==> config.mk <==
export PLATFORM = sky130hd
export DESIGN_NAME = hawk_controller_flat
export DESIGN_NICKNAME = d
export VERILOG_FILES = /design/src/rtl/hawk_pkg.sv /design/src/rtl/hawk_if.sv /design/src/rtl/hawk_timer.sv /design/src/rtl/hawk_controller.sv /design/src/flat_wrapper.sv
export SDC_FILE = /design/constraint.sdc
export NUM_CORES = 1
export LEC_CHECK = 0
export CAP_MARGIN = 20
export CELL_PAD_IN_SITES_DETAIL_PLACEMENT = 1
export CELL_PAD_IN_SITES_GLOBAL_PLACEMENT = 1
export CORE_AREA = 4 4 43 73
export CTS_CLUSTER_DIAMETER = 200
export CTS_CLUSTER_SIZE = 10
export DETAILED_ROUTE_END_ITERATION = 8
export DIE_AREA = 0 0 47 77
export GPL_TIMING_DRIVEN = 0
export PLACE_DENSITY_LB_ADDON = 0.1
export SLEW_MARGIN = 5
export SYNTH_ARGS = -nofsm -noshare
export SYNTH_HDL_FRONTEND = slang
export SYNTH_SLANG_ARGS = --single-unit
==> constraint.sdc <==
create_clock -name clk -period 2.95 [get_ports clk]
set_clock_uncertainty 0.1 [all_clocks]
set_input_delay 0.295 -clock clk [delete_from_list [all_inputs] [get_ports clk]]
set_output_delay 0.295 -clock clk [all_outputs]
set_load 0.03 [all_outputs]
==> src/rtl/hawk_pkg.sv <==
// hawk_pkg: shared definitions for the HAWK pedestrian beacon controller.
//   - hawk_state_e : 4-bit state codes (DARK..FLASH_R); codes 5-15 are illegal.
//   - DEF_*_CYCLES : default durations of the timed states, in clocks.
//   - lamps_t      : bundle of lamp / pedestrian-head drives.
//   - lamp_decode  : Moore output decode from a state code and the flash phase.
package hawk_pkg;

    typedef enum logic [3:0] {
        DARK     = 4'd0,
        FLASH_Y  = 4'd1,
        STEADY_Y = 4'd2,
        RED_WALK = 4'd3,
        FLASH_R  = 4'd4
    } hawk_state_e;

    localparam int unsigned DEF_FY_CYCLES = 4;
    localparam int unsigned DEF_SY_CYCLES = 3;
    localparam int unsigned DEF_RW_CYCLES = 6;
    localparam int unsigned DEF_FR_CYCLES = 6;
    localparam int unsigned DEF_CNT_W     = 8;

    typedef struct packed {
        logic yl;
        logic rl;
        logic w;
        logic dnw;
    } lamps_t;

    // flash is high in the first clock of a flashing state, then alternates.
    function automatic lamps_t lamp_decode(input hawk_state_e state, input logic flash);
        lamps_t l;
        l = '{yl: 1'b0, rl: 1'b0, w: 1'b0, dnw: 1'b1};
        case (state)
            FLASH_Y:  l.yl = flash;
            STEADY_Y: l.yl = 1'b1;
            RED_WALK: l = '{yl: 1'b0, rl: 1'b1, w: 1'b1, dnw: 1'b0};
            FLASH_R:  l = '{yl: 1'b0, rl: flash, w: 1'b0, dnw: flash};
            default:  l = '{yl: 1'b0, rl: 1'b0, w: 1'b0, dnw: 1'b1};
        endcase
        return l;
    endfunction

endpackage

==> src/rtl/hawk_if.sv <==
// hawk_if: push-button inputs, lamp outputs and debug signals of the HAWK controller.
//   YP, NS                  : pedestrian push-buttons (level, active-high)
//   YL, RL                  : yellow / red vehicle beacon lamps
//   W, DNW                  : WALK / DON'T WALK pedestrian heads
//   clr_count, inc_count    : timer controls (debug)
//   present_state, next_state : registered / combinational state codes (debug)
// Modports: master = environment (drives buttons), slave = controller.
interface hawk_if;
    logic       YP;
    logic       NS;
    logic       YL;
    logic       RL;
    logic       W;
    logic       DNW;
    logic       clr_count;
    logic       inc_count;
    logic [3:0] present_state;
    logic [3:0] next_state;

    modport master (
        output YP, NS,
        input  YL, RL, W, DNW, clr_count, inc_count, present_state, next_state
    );

    modport slave (
        input  YP, NS,
        output YL, RL, W, DNW, clr_count, inc_count, present_state, next_state
    );
endinterface

==> src/rtl/hawk_timer.sv <==
// hawk_timer: CNT_W-bit cycle timer with synchronous active-high reset.
//   clk, reset : clock and synchronous reset
//   clr        : next count = 0 (has priority over inc)
//   inc        : next count = count + 1
//   count      : registered count
//   count_next : value count takes at the next edge (absent reset)
module hawk_timer #(
    parameter int unsigned CNT_W = 8
) (
    input  logic             clk,
    input  logic             reset,
    input  logic             clr,
    input  logic             inc,
    output logic [CNT_W-1:0] count,
    output logic [CNT_W-1:0] count_next
);

    always_comb begin
        count_next = count;
        if (clr) begin
            count_next = '0;
        end else if (inc) begin
            count_next = count + CNT_W'(1);
        end
    end

    always_ff @(posedge clk) begin
        if (reset) begin
            count <= '0;
        end else begin
            count <= count_next;
        end
    end

endmodule

==> src/rtl/hawk_controller.sv <==
// hawk_controller: HAWK pedestrian beacon sequencer (Moore FSM + cycle timer).
// A request (YP | NS) seen in DARK runs one sequence:
//   DARK -> FLASH_Y -> STEADY_Y -> RED_WALK -> FLASH_R -> DARK
// Ports:
//   clk, reset : clock, synchronous active-high reset
//   bus        : hawk_if.slave (buttons in; lamps, timer controls, state codes out)
// Optional feature: define HAWK_REQ_LATCH_EN to remember a press made during a
// sequence and serve it right after the single DARK clock.
module hawk_controller
    import hawk_pkg::*;
#(
    parameter int unsigned FY_CYCLES = DEF_FY_CYCLES,
    parameter int unsigned SY_CYCLES = DEF_SY_CYCLES,
    parameter int unsigned RW_CYCLES = DEF_RW_CYCLES,
    parameter int unsigned FR_CYCLES = DEF_FR_CYCLES,
    parameter int unsigned CNT_W     = DEF_CNT_W
) (
    input  logic  clk,
    input  logic  reset,
    hawk_if.slave bus
);

    hawk_state_e      state_q;
    hawk_state_e      state_d;
    lamps_t           lamps_q;
    logic [CNT_W-1:0] count;
    logic [CNT_W-1:0] count_next;
    logic [CNT_W-1:0] last_count;
    logic             req;
    logic             start;
    logic             done;
    logic             timed;
    logic             clr;
    logic             inc;

    assign req = bus.YP | bus.NS;

`ifdef HAWK_REQ_LATCH_EN
    logic pending_q;
    assign start = req | pending_q;
`else
    assign start = req;
`endif

    // Terminal count of the current timed state.
    always_comb begin
        last_count = '0;
        case (state_q)
            FLASH_Y:  last_count = CNT_W'(FY_CYCLES - 1);
            STEADY_Y: last_count = CNT_W'(SY_CYCLES - 1);
            RED_WALK: last_count = CNT_W'(RW_CYCLES - 1);
            FLASH_R:  last_count = CNT_W'(FR_CYCLES - 1);
            default:  last_count = '0;
        endcase
    end

    assign done  = (count == last_count);
    assign timed = (state_q == FLASH_Y) || (state_q == STEADY_Y) ||
                   (state_q == RED_WALK) || (state_q == FLASH_R);

    always_comb begin
        state_d = state_q;
        case (state_q)
            DARK:     if (start) state_d = FLASH_Y;
            FLASH_Y:  if (done)  state_d = STEADY_Y;
            STEADY_Y: if (done)  state_d = RED_WALK;
            RED_WALK: if (done)  state_d = FLASH_R;
            FLASH_R:  if (done)  state_d = DARK;
            default:  state_d = DARK;
        endcase
    end

    // The timer is held at 0 throughout DARK and restarts on every state change.
    assign clr = (state_d != state_q) || (state_q == DARK);
    assign inc = timed && (state_d == state_q);

    hawk_timer #(
        .CNT_W (CNT_W)
    ) u_timer (
        .clk        (clk),
        .reset      (reset),
        .clr        (clr),
        .inc        (inc),
        .count      (count),
        .count_next (count_next)
    );

    // Lamps are registered from the next state and next count, so they equal the
    // Moore decode of (present_state, count) in every cycle.
    always_ff @(posedge clk) begin
        if (reset) begin
            state_q <= DARK;
            lamps_q <= lamp_decode(DARK, 1'b1);
`ifdef HAWK_REQ_LATCH_EN
            pending_q <= 1'b0;
`endif
        end else begin
            state_q <= state_d;
            lamps_q <= lamp_decode(state_d, ~count_next[0]);
`ifdef HAWK_REQ_LATCH_EN
            if (state_q != DARK && req) begin
                pending_q <= 1'b1;
            end else if (state_q == DARK && state_d == FLASH_Y) begin
                pending_q <= 1'b0;
            end
`endif
        end
    end

    assign bus.YL            = lamps_q.yl;
    assign bus.RL            = lamps_q.rl;
    assign bus.W             = lamps_q.w;
    assign bus.DNW           = lamps_q.dnw;
    assign bus.clr_count     = clr;
    assign bus.inc_count     = inc;
    assign bus.present_state = state_q;
    assign bus.next_state    = state_d;

endmodule

==> src/flat_wrapper.sv <==
// flat-port wrapper written by rule: the top's interface ports become plain ports
module hawk_controller_flat import hawk_pkg::*;
#(
    parameter int unsigned FY_CYCLES = DEF_FY_CYCLES,
    parameter int unsigned SY_CYCLES = DEF_SY_CYCLES,
    parameter int unsigned RW_CYCLES = DEF_RW_CYCLES,
    parameter int unsigned FR_CYCLES = DEF_FR_CYCLES,
    parameter int unsigned CNT_W     = DEF_CNT_W
)
  (clk, reset, bus_YP, bus_NS, bus_YL, bus_RL, bus_W, bus_DNW, bus_clr_count, bus_inc_count, bus_present_state, bus_next_state);
  hawk_if bus_i ();
  input  logic clk;
  input  logic reset;
  input wire logic [$bits(bus_i.YP)-1:0] bus_YP;
  input wire logic [$bits(bus_i.NS)-1:0] bus_NS;
  output wire logic [$bits(bus_i.YL)-1:0] bus_YL;
  output wire logic [$bits(bus_i.RL)-1:0] bus_RL;
  output wire logic [$bits(bus_i.W)-1:0] bus_W;
  output wire logic [$bits(bus_i.DNW)-1:0] bus_DNW;
  output wire logic [$bits(bus_i.clr_count)-1:0] bus_clr_count;
  output wire logic [$bits(bus_i.inc_count)-1:0] bus_inc_count;
  output wire logic [$bits(bus_i.present_state)-1:0] bus_present_state;
  output wire logic [$bits(bus_i.next_state)-1:0] bus_next_state;
  assign bus_i.YP = bus_YP;
  assign bus_i.NS = bus_NS;
  assign bus_YL = bus_i.YL;
  assign bus_RL = bus_i.RL;
  assign bus_W = bus_i.W;
  assign bus_DNW = bus_i.DNW;
  assign bus_clr_count = bus_i.clr_count;
  assign bus_inc_count = bus_i.inc_count;
  assign bus_present_state = bus_i.present_state;
  assign bus_next_state = bus_i.next_state;
  hawk_controller #(.FY_CYCLES(FY_CYCLES), .SY_CYCLES(SY_CYCLES), .RW_CYCLES(RW_CYCLES), .FR_CYCLES(FR_CYCLES), .CNT_W(CNT_W)) u_core (.clk(clk), .reset(reset), .bus(bus_i));
endmodule
==> impl_metrics.env, run 1 <==
export IMPL_num_antenna_cells=0
export IMPL_worstMarginPinSlew_ns=0.501
export IMPL_grt_pass1_vias=877
export IMPL_period_needed_ns=2.94
export IMPL_holdBufCountCts=0
export IMPL_htreeDepth=1
export IMPL_holdPathStages=2
export IMPL_gr_usage_met2_pct=26.6
export IMPL_final_cells=154
export IMPL_finalSetupTns_ns=0
export IMPL_max_freq_ghz=0.340
export IMPL_grt_ovfl_total=0
export IMPL_seq_area_frac_synth_pct=34.0
export IMPL_synth_mux_area_share_pct=2.25
export IMPL_whs_endpoint="u_core.u_timer.count[6]"
export IMPL_worstPathMaxFanout=10
export IMPL_cts_tree="done"
export IMPL_hold_class="flop to flop"
export IMPL_synth_seq_cells=16
export IMPL_r2r_slack_ns=0.49
export IMPL_p_per_area_nw_per_um2=401
export IMPL_status="finished clean"
export IMPL_path_class="flop to output port"
export IMPL_place_ws_ns=-0.206
export IMPL_gp_congestion=0.750
export IMPL_synth_compound_area_share_pct=13.9
export IMPL_clk_latency_ns=0.25
export IMPL_synth_edf_count=0
export IMPL_numClockSinks=16
export IMPL_p_total_mw=0.496
export IMPL_fp_dieArea_um2=3620
export IMPL_track_usage_pct=14.8
export IMPL_synth_area_um2=943
export IMPL_die_h_um=77
export IMPL_antenna_found_initial=0
export IMPL_vias=816
export IMPL_io_buffers=16
export IMPL_drv_slew=0
export IMPL_initialDrtViolationCount=4
export IMPL_dp_hpwl_um=1840
export IMPL_utilization_pct=49.1
export IMPL_endpoint_kind="output port"
export IMPL_swShare_pct=24.9
export IMPL_core_area_um2=2520
export IMPL_clock_power_share_pct=39.3
export IMPL_vdd_drop_max_mv=0.207
export IMPL_cts_inserted_buffers=3
export IMPL_worst_ep_required_time_ns=2.56
export IMPL_finalCritPeriodShare_pct=99.7
export IMPL_synth_area_per_cell_um2=8.98
export IMPL_worstReg2RegEnd="u_core.bus.DNW"
export IMPL_first_pass_iters=2
export IMPL_maxSlewHeadroom_pct=66.3
export IMPL_synth_top_family_by_area="simple AND/OR/NAND/NOR gates"
export IMPL_rows=24
export IMPL_reg2regPathDepth=8
export IMPL_drc_errors=0
export IMPL_routed_wl_um=2300
export IMPL_ys_warn_count=0
export IMPL_synth_xor_area_share_pct=8.36
export IMPL_maxCapViolCount=0
export IMPL_seq_power_share_pct=44.6
export IMPL_power_frac_comb_pct=16.1
export IMPL_grt_setup_unrepaired="true"
export IMPL_fin_nets=134
export IMPL_vias_per_cell=5.30
export IMPL_grt_max_degree=11
export IMPL_wl_per_cell_um=15.0
export IMPL_n_fill_cell=325
export IMPL_synth_adder_area_share_pct=1.33
export IMPL_p_int_mw=0.372
export IMPL_cts_root_buf="clkbuf_8"
export IMPL_cp_start_kind="flop"
export IMPL_hold_violations=0
export IMPL_grt_pass1_wl_um=3980
export IMPL_busiest_layer="met2"
export IMPL_ant_nets=0
export IMPL_clk_pin_slew_ns=0.06
export IMPL_use_met1_pct=15.5
export IMPL_die_x_um=47
export IMPL_p_sw_mw=0.123
export IMPL_ios=18
export IMPL_dp_cells=148
export IMPL_synthDistinctLibCells=41
export IMPL_synth_ff_type="dfxtp_1"
export IMPL_p_leak_nw=0.446
export IMPL_arrival_ns=2.55
export IMPL_timing_final_ws_setup_ns=0.00981
export IMPL_synth_cells=105
export IMPL_drive_gt1_share_pct=32.0
export IMPL_syn_to_final_growth_pct=31.2
export IMPL_timing_rr_start="u_core.bus.present_state[2]"
export IMPL_min_delay_start="u_core.u_timer.count[6]"
export IMPL_postSynth_asyncResetShare_pct=0
export IMPL_setup_viol=0
export IMPL_start_util_pct=37.4
export IMPL_cts_buffer_depth=2
export IMPL_yosys_area_share_simple_pct=29.2
export IMPL_use_met3_pct=2.34
[cells in the mapped netlist (all sizes together) (2+ instances only)]
master  instances  share of area (%)
dfxtp          16                 34
nor2           15                8.1
buf             8                7.4
inv             7                2.8
xnor2           6                5.6
nand3           5                2.7
nor3            5                2.7
or2             5                3.3
xor2            3                2.8
a21oi           2                1.1
a31oi           2                2.0
and3            2                1.3
nand2           2               0.80
nor3b           2                1.6
nor4b           2                1.9
o311ai          2                3.7
o41ai           2                1.9
or3             2                1.3
[worst max-delay path: stages (launching register included)]
cell             delay, ns
dfxtp_1               0.32
buf_4                 0.17
or4b_4                0.52
or2_1                 0.26
a311oi_2              0.32
mux2i_2               0.36
clkdlybuf4s15_2       0.35
[metal layers]
metal	wire, um	part of all wire (%)
met1	820	36
met5	0	0
met4	46	2.0
met3	58	2.5
met2	1380	60
[cells in the final DEF (no fill, tap or decap), types with 2 or more instances in the layout]
cell and count:
nor3_1 5, dfxtp_1 16, nor2_2 8, clkdlybuf4s15_2 2, buf_4 5, or3_1 2, and3_1 2, nand2_1 2
xor2_1 3, buf_6 4, nor3b_1 2, or2_1 2, a21oi_1 2, o41ai_1 2, nor2_1 7, xnor2_1 6
clkbuf_2 2, clkbuf_8 4, conb_1 2, inv_1 7, clkdlybuf4s50_1 11, or2_2 3, buf_2 2, nand3_1 5
[per-stage QoR]
stage / area, um^2 / hold slack [ns]
global placement: 1140 / 0.440
detailed placement: 1140 / 0.459
CTS: 1200 / 0.478
floorplan: 947 / 0.264
global route: 1240 / 0.520
finish: 1240 / 0.464
[how the worst max path moves through the flow]
stage,start,end,slack (ns),cells after the start
final,u_core.bus.present_state[2],bus_next_state[2],0.01,6
after global routing,u_core.bus.present_state[2],bus_next_state[2],-0.08,6
after CTS,u_core.bus.present_state[2],bus_next_state[2],-0.11,6
after detailed placement,u_core.bus.present_state[3],bus_next_state[2],-0.21,6
after global placement,u_core.bus.present_state[2],bus_next_state[2],-0.18,6
after floorplan,u_core.bus.present_state[3],u_core.bus.RL,0.11,7
[layout make-up]
cell class	count	area (um^2)	share of cell area, %
clock buffer	4	55.1	4.45
sequential	16	320	25.9
tap	26	32.5	2.63
inverter	7	26.3	2.12
timing repair buffer	18	163	13.1
multi-input combinational	74	564	45.6
buffer	9	76.3	6.17
[kinds of logic after synthesis]
logic type               after synthesis
multiplexers                           2
AND/OR/NAND/NOR                       46
AO/OA/AOI/OAI                         14
adder cells (fa/ha/maj)                1
other                                  1
XOR/XNOR                               9
flip-flops                            16
buffers and inverters                 16
[registers in the layout (all words and copies together) (netlist names)]
name and count:
u_core.bus.YL 1, u_core.u_timer.count 8, u_core.bus.W 1, u_core.bus.DNW 1, u_core.bus.RL 1, u_core.bus.present_state 4
[repair_timing]
action                     in CTS  in global routing
setup buffers                   0                  2
pin swaps                       0                  2
setup endpoints to repair       5                  5
gates resized for setup        11                 13
[power by group through the flow]
stage	clock network [mW]	registers, mW	logic (mW)
floorplan	0	0.233	0.0459
global placement	0	0.226	0.0761
detailed placement	0	0.226	0.0776
CTS	0.203	0.221	0.0767
global route	0.218	0.222	0.0861
finish	0.195	0.221	0.0797
No activity file was read; power rests on OpenSTA's default activity.
==> run 2, diff against run 1 <==
clock period = 3.2 ns   (was 2.95 ns; I/O delays follow)
==> run 2 against run 1 <==
- sequential share of layout area up 0.89 points
- non-clock buffer count down 2
- count of clock-buffer cells in the layout unchanged
- global-route usage unchanged
- via count down 1.3%
- critical path type unchanged
- largest cell class unchanged
==> impl_metrics.env, run 2 (synthesized netlist as in run 1, its figures left out) <==
export IMPL_max_freq_ghz=0.334
export IMPL_largest_reg_flops=8
export IMPL_cp_start_kind="flop"
export IMPL_period_needed_ns=3.00
export IMPL_timing_final_ws_setup_ns=0.204
export IMPL_cts_buffer_depth=2
export IMPL_track_usage_pct=14.8
export IMPL_cts_inserted_buffers=3
export IMPL_num_antenna_cells=0
export IMPL_arrival_ns=2.58
export IMPL_maxCapViolCount=0
export IMPL_p_total_mw=0.456
export IMPL_first_pass_iters=2
export IMPL_worstMarginPinSlew_ns=0.501
export IMPL_finalSetupTns_ns=0
export IMPL_vdd_drop_max_mv=0.191
export IMPL_grt_pass1_vias=877
export IMPL_grt_setup_unrepaired="false"
export IMPL_n_fill_cell=328
export IMPL_syn_to_final_growth_pct=26.8
export IMPL_htreeDepth=1
export IMPL_p_leak_nw=0.440
export IMPL_core_area_um2=2520
export IMPL_status="finished clean"
export IMPL_fp_dieArea_um2=3620
export IMPL_worstPathMaxFanout=10
export IMPL_p_per_area_nw_per_um2=381
export IMPL_hold_violations=0
export IMPL_hold_class="flop to flop"
export IMPL_ios=18
export IMPL_clk_pin_slew_ns=0.06
export IMPL_die_x_um=47
export IMPL_endpoint_kind="output port"
export IMPL_vias_per_cell=5.30
export IMPL_ant_nets=0
export IMPL_layout_common_cells="dfxtp_1 (16), clkdlybuf4s50_1 (11), nor2_2 (8)"
export IMPL_numClockSinks=16
export IMPL_drv_slew=0
export IMPL_initialDrtViolationCount=2
export IMPL_antenna_found_initial=0
export IMPL_path_class="flop to output port"
export IMPL_grt_pass1_wl_um=3980
export IMPL_rows=24
export IMPL_die_h_um=77
export IMPL_place_ws_ns=0.0186
export IMPL_grt_max_degree=11
export IMPL_vias=805
export IMPL_drive_gt1_share_pct=25.4
export IMPL_drc_errors=0
export IMPL_cts_root_buf="clkbuf_8"
export IMPL_maxSlewHeadroom_pct=66.3
export IMPL_clk_latency_ns=0.25
export IMPL_dp_hpwl_um=1840
export IMPL_gp_congestion=0.750
export IMPL_regArea_um2=320
export IMPL_finalCritPeriodShare_pct=93.6
export IMPL_grt_ovfl_total=0
export IMPL_start_util_pct=37.4
export IMPL_multi_input_area_um2=537
export IMPL_worst_ep_required_time_ns=2.78
export IMPL_regMostFlops="u_core.u_timer.count"
export IMPL_fin_nets=132
export IMPL_wl_per_cell_um=14.8
export IMPL_setup_viol=0
export IMPL_routed_wl_um=2260
export IMPL_io_buffers=16
export IMPL_final_common_cell="dfxtp_1"
export IMPL_cts_tree="done"
run 2: cell types whose count changed in the layout (fill, tap and decap cells not counted), sizes merged:
cell | previous run | this run
buf | 11 | 8
clkbuf | 7 | 6
clkdlybuf4s15 | 2 | 1
dlygate4sd2 | 0 | 3
run 2: worst max-delay path, stage by stage, from the launching register on:
cell             delay [ns]
dfxtp_1                0.32
buf_2                  0.18
buf_2                  0.23
nor2_1                 0.06
o31ai_1                0.33
a31oi_2                0.19
and2_4                 0.23
or3_1                  0.36
inv_1                  0.06
clkdlybuf4s15_1        0.36
run 2: what timing repair did:
action	in CTS	in global routing
hold buffers	0	0
buffers inserted	0	0
endpoints found under the hold margin	0	0
endpoints found under the setup margin	5	2
resized for setup	6	4
run 2: path summary, 6_finish.rpt:
kind | to | slack, ns | startpoint | cells after the start
min reg2reg | u_core.u_timer.count[6] | 0.46 | u_core.u_timer.count[6] | 2
min | u_core.u_timer.count[6] | 0.46 | u_core.u_timer.count[6] | 2
max | bus_inc_count | 0.20 | u_core.bus.present_state[0] | 9
max reg2reg | u_core.bus.RL | 0.69 | u_core.bus.present_state[2] | 7
run 2: layout make-up:
class                           instances  share of cell area [%]
Multi-Input combinational cell         74                    44.9
Sequential cell                        16                    26.8
Timing Repair Buffer                   16                    12.7
Buffer                                  9                    6.17
Clock buffer                            4                    4.60
Tap cell                               26                    2.72
Inverter                                7                    2.20
run 2: metal layers:
metal	part of all wire, %	track usage [%]
met3	2.4	2.34
met1	37	15.5
met5	0	0
met4	2.0	6.65
met2	59	26.6
run 2: where the power goes:
part / internal, mW / switching (mW) / leakage (nW)
logic: 0.0298 / 0.0400 / 0.281
registers: 0.202 / 0.00158 / 0.130
clock network: 0.109 / 0.0725 / 0.0288
run 2: stage by stage:
| step | hold slack [ns] | cells | utilization [%] | cell area [um^2] |
|---|---|---|---|---|
| finish | 0.463 | 152 | 47.4 | 1200 |
| global route | 0.520 | 152 | 47.4 | 1200 |
| CTS | 0.478 | 152 | 47.4 | 1190 |
| detailed placement | 0.459 | 148 | 45.2 | 1140 |
| global placement | 0.440 | 148 | 45.2 | 1140 |
| floorplan | 0.289 | 106 | - | 947 |
==> run 3, diff against run 2 <==
ABC_AREA = 1   (was unset)
CORE_AREA = 4 4 45 77   (was 4 4 43 73)
DIE_AREA = 0 0 49 81   (was 0 0 47 77)
GPL_ROUTABILITY_DRIVEN = 0   (was unset)
REMOVE_ABC_BUFFERS = 1   (was unset)
==> run 3 against run 2 <==
- power grew 12%
- clock power grew 2%
- register-to-register slack better by 0.25 ns
- global-route usage rose by 0.71 points
- cell count up 26%
- sequential share of layout area is 1.6 points lower
- non-clock buffer count is 9 lower
- critical endpoint unchanged
- largest power group unchanged
- highest routed layer unchanged
==> impl_metrics.env, run 3 <==
export IMPL_final_common_cell="nand2_1"
export IMPL_finalCritPeriodShare_pct=91.6
export IMPL_seq_area_frac_synth_pct=31.0
export IMPL_synth_edf_count=0
export IMPL_path_cells="inv_1 > nor2_1 > nand2_2 > a21oi_2 > nor2_4 > nand3_4 > nand2_1 > a21oi_1 > nand3_1 > inv_2 > nand3_4 > inv_4 > clkdlybuf4s15_1"
export IMPL_grt_ovfl_total=0
export IMPL_die_h_um=81
export IMPL_cpMaxStageDelayCell="dfxtp_1"
export IMPL_yosysTopAreaCell="dfxtp_1"
export IMPL_synth_common_cells="nand2_1 (26), inv_1 (22), dfxtp_1 (16)"
export IMPL_largest_reg_flops=8
export IMPL_numClockSinks=16
export IMPL_initialDrtViolationCount=6
export IMPL_crit_family="simple AND/OR/NAND/NOR gates"
export IMPL_wl_per_cell_um=14.4
export IMPL_ant_nets=0
export IMPL_track_usage_pct=15.5
export IMPL_crit_path_frequent_cell="nand3_4"
export IMPL_worst_ep_required_time_ns=2.78
export IMPL_cts_inserted_buffers=3
export IMPL_num_antenna_cells=0
export IMPL_layout_common_cells="nand2_1 (26), inv_1 (22), nor2_1 (15), dfxtp_1 (15), clkdlybuf4s50_1 (14)"
export IMPL_endpoint_kind="output port"
export IMPL_synthMostInstantiatedCell="nand2_1"
export IMPL_synth_area_um2=1030
export IMPL_p_per_area_nw_per_um2=400
export IMPL_holdBufCountCts=0
export IMPL_critical_path_buf_inv_count=4
export IMPL_fin_nets=169
export IMPL_ctsResizeCount=2
export IMPL_vias=984
export IMPL_dp_cells=187
export IMPL_hold_class="flop to flop"
export IMPL_worstPathMaxFanout=8
export IMPL_rows=26
export IMPL_synth_cells=144
export IMPL_die_x_um=49
export IMPL_cts_setup_buffers=0
export IMPL_n_fill_cell=390
export IMPL_synthDistinctLibCells=28
export IMPL_hold_violations=0
export IMPL_io_buffers=16
export IMPL_regMostFlops="u_core.u_timer.count"
export IMPL_path_class="flop to output port"
export IMPL_syn_to_final_growth_pct=23.5
export IMPL_fp_dieArea_um2=3970
export IMPL_max_freq_ghz=0.341
export IMPL_first_pass_iters=6
export IMPL_start_util_pct=36.1
export IMPL_vias_per_cell=5.15
export IMPL_routed_wl_um=2760
export IMPL_clk_latency_ns=0.25
export IMPL_synth_area_per_cell_um2=7.17
export IMPL_synth_top_cells_by_area="dfxtp_1 (31%), nand2_1 (9.5%), inv_1 (8.0%)"
export IMPL_dp_hpwl_um=2220
export IMPL_grt_max_degree=11
export IMPL_final_cells=191
export IMPL_cp_start_kind="flop"
export IMPL_postSynth_asyncResetShare_pct=0
export IMPL_arrival_ns=2.51
export IMPL_status="finished clean"
export IMPL_antenna_found_initial=0
export IMPL_grt_setup_unrepaired="false"
export IMPL_synth_ff_type="dfxtp_1"
export IMPL_grt_pass1_vias=1109
export IMPL_setup_viol=0
export IMPL_drc_errors=0
export IMPL_dpl_instance_area_um2=1220
export IMPL_critPathMaxStageDelay_ns=0.42
export IMPL_core_area_um2=2860
export IMPL_grt_pass1_wl_um=4820
export IMPL_stdcell_area_um2=1270
export IMPL_finalSetupTns_ns=0
export IMPL_p_leak_nw=0.589
export IMPL_drv_slew=0
export IMPL_maxCapViolCount=0
export IMPL_synth_top_cell_area_share_pct=31.0
export IMPL_vdd_drop_max_mv=0.246
export IMPL_clk_pin_slew_ns=0.07
export IMPL_ios=18
export IMPL_htreeDepth=1
export IMPL_drive_gt1_share_pct=20.2
export IMPL_ys_warn_count=0
export IMPL_cts_root_buf="clkbuf_8"
export IMPL_cts_buffer_depth=2
export IMPL_cts_tree="done"
export IMPL_period_needed_ns=2.93
export IMPL_synth_seq_cells=16
==> run 3: changes by cell type in the layout (fill, tap and decap cells not counted), sizes merged, moves of 3 or more <==
cell,previous run,this run
a21oi,2,10
buf,8,0
clkdlybuf4s50,11,14
inv,7,25
nand2,2,36
nand3,5,15
nand4,0,9
nor2,15,18
nor3,5,1
or2,5,1
xnor2,6,2
==> run 3: worst paths after layout <==
path	end	cells past startpoint	slack (ns)	startpoint
hold / removal	u_core.u_timer.count[6]	2	0.41	u_core.u_timer.count[6]
setup / recovery	bus_inc_count	13	0.27	u_core.bus.present_state[2]
setup reg to reg	u_core.u_timer.count[6]	14	0.94	u_core.bus.present_state[2]
hold reg to reg	u_core.u_timer.count[6]	2	0.41	u_core.u_timer.count[6]
==> run 3: area by class of cell <==
cell class,instances,area [um^2],area share [%]
multi-input cells,102,608,47.7
flip-flops and latches,16,322,25.2
repair buffers,16,159,12.5
inverters,25,96.3,7.56
clock buffers,4,55.1,4.32
well taps,28,35.0,2.75
==> run 3: where the power goes <==
group	switching [mW]	internal (mW)
clock	0.0768	0.109
combinational	0.0771	0.0367
sequential	0.00518	0.204
==> run 3: kinds of logic (layout without fill, tap and decap cells) <==
group	count (synthesis)	count (layout)	synth area share (%)
AO/OA/AOI/OAI	12	12	9.70
XOR/XNOR	6	6	5.09
adder cells (fa/ha/maj)	1	1	1.21
buffers and inverters	27	45	10.4
flip-flops	16	16	31.0
other	1	2	0.363
AND/OR/NAND/NOR	81	81	42.2
==> run 3: worst min-delay path, delay by kind of cell (launching register included) <==
family,cells,cell delay (ns)
AO/OA/AOI/OAI,1,0.05
AND/OR/NAND/NOR,1,0.08
flip-flops,1,0.33
==> run 3: stage by stage <==
step,hold WS [ns],total power [mW],utilization [%],setup WS (ns)
after global placement,0.380,0.328,42.6,0.206
final,0.408,0.510,44.5,0.268
after detailed placement,0.399,0.330,42.6,0.185
after floorplan,0.292,0.292,-,0.499
after global routing,0.420,0.532,44.5,0.0190
after CTS,0.410,0.517,44.4,0.0383
==> run 3: per-layer routing <==
layer | wire length, um | track usage [%] | vias to the layer above
li1 | - | - | 491
met1 | 1010 | 14.2 | 467
met2 | 1580 | 30.6 | 17
met3 | 78 | 3.12 | 9
met4 | 92 | 8.89 | 0
met5 | 0 | 0 | -
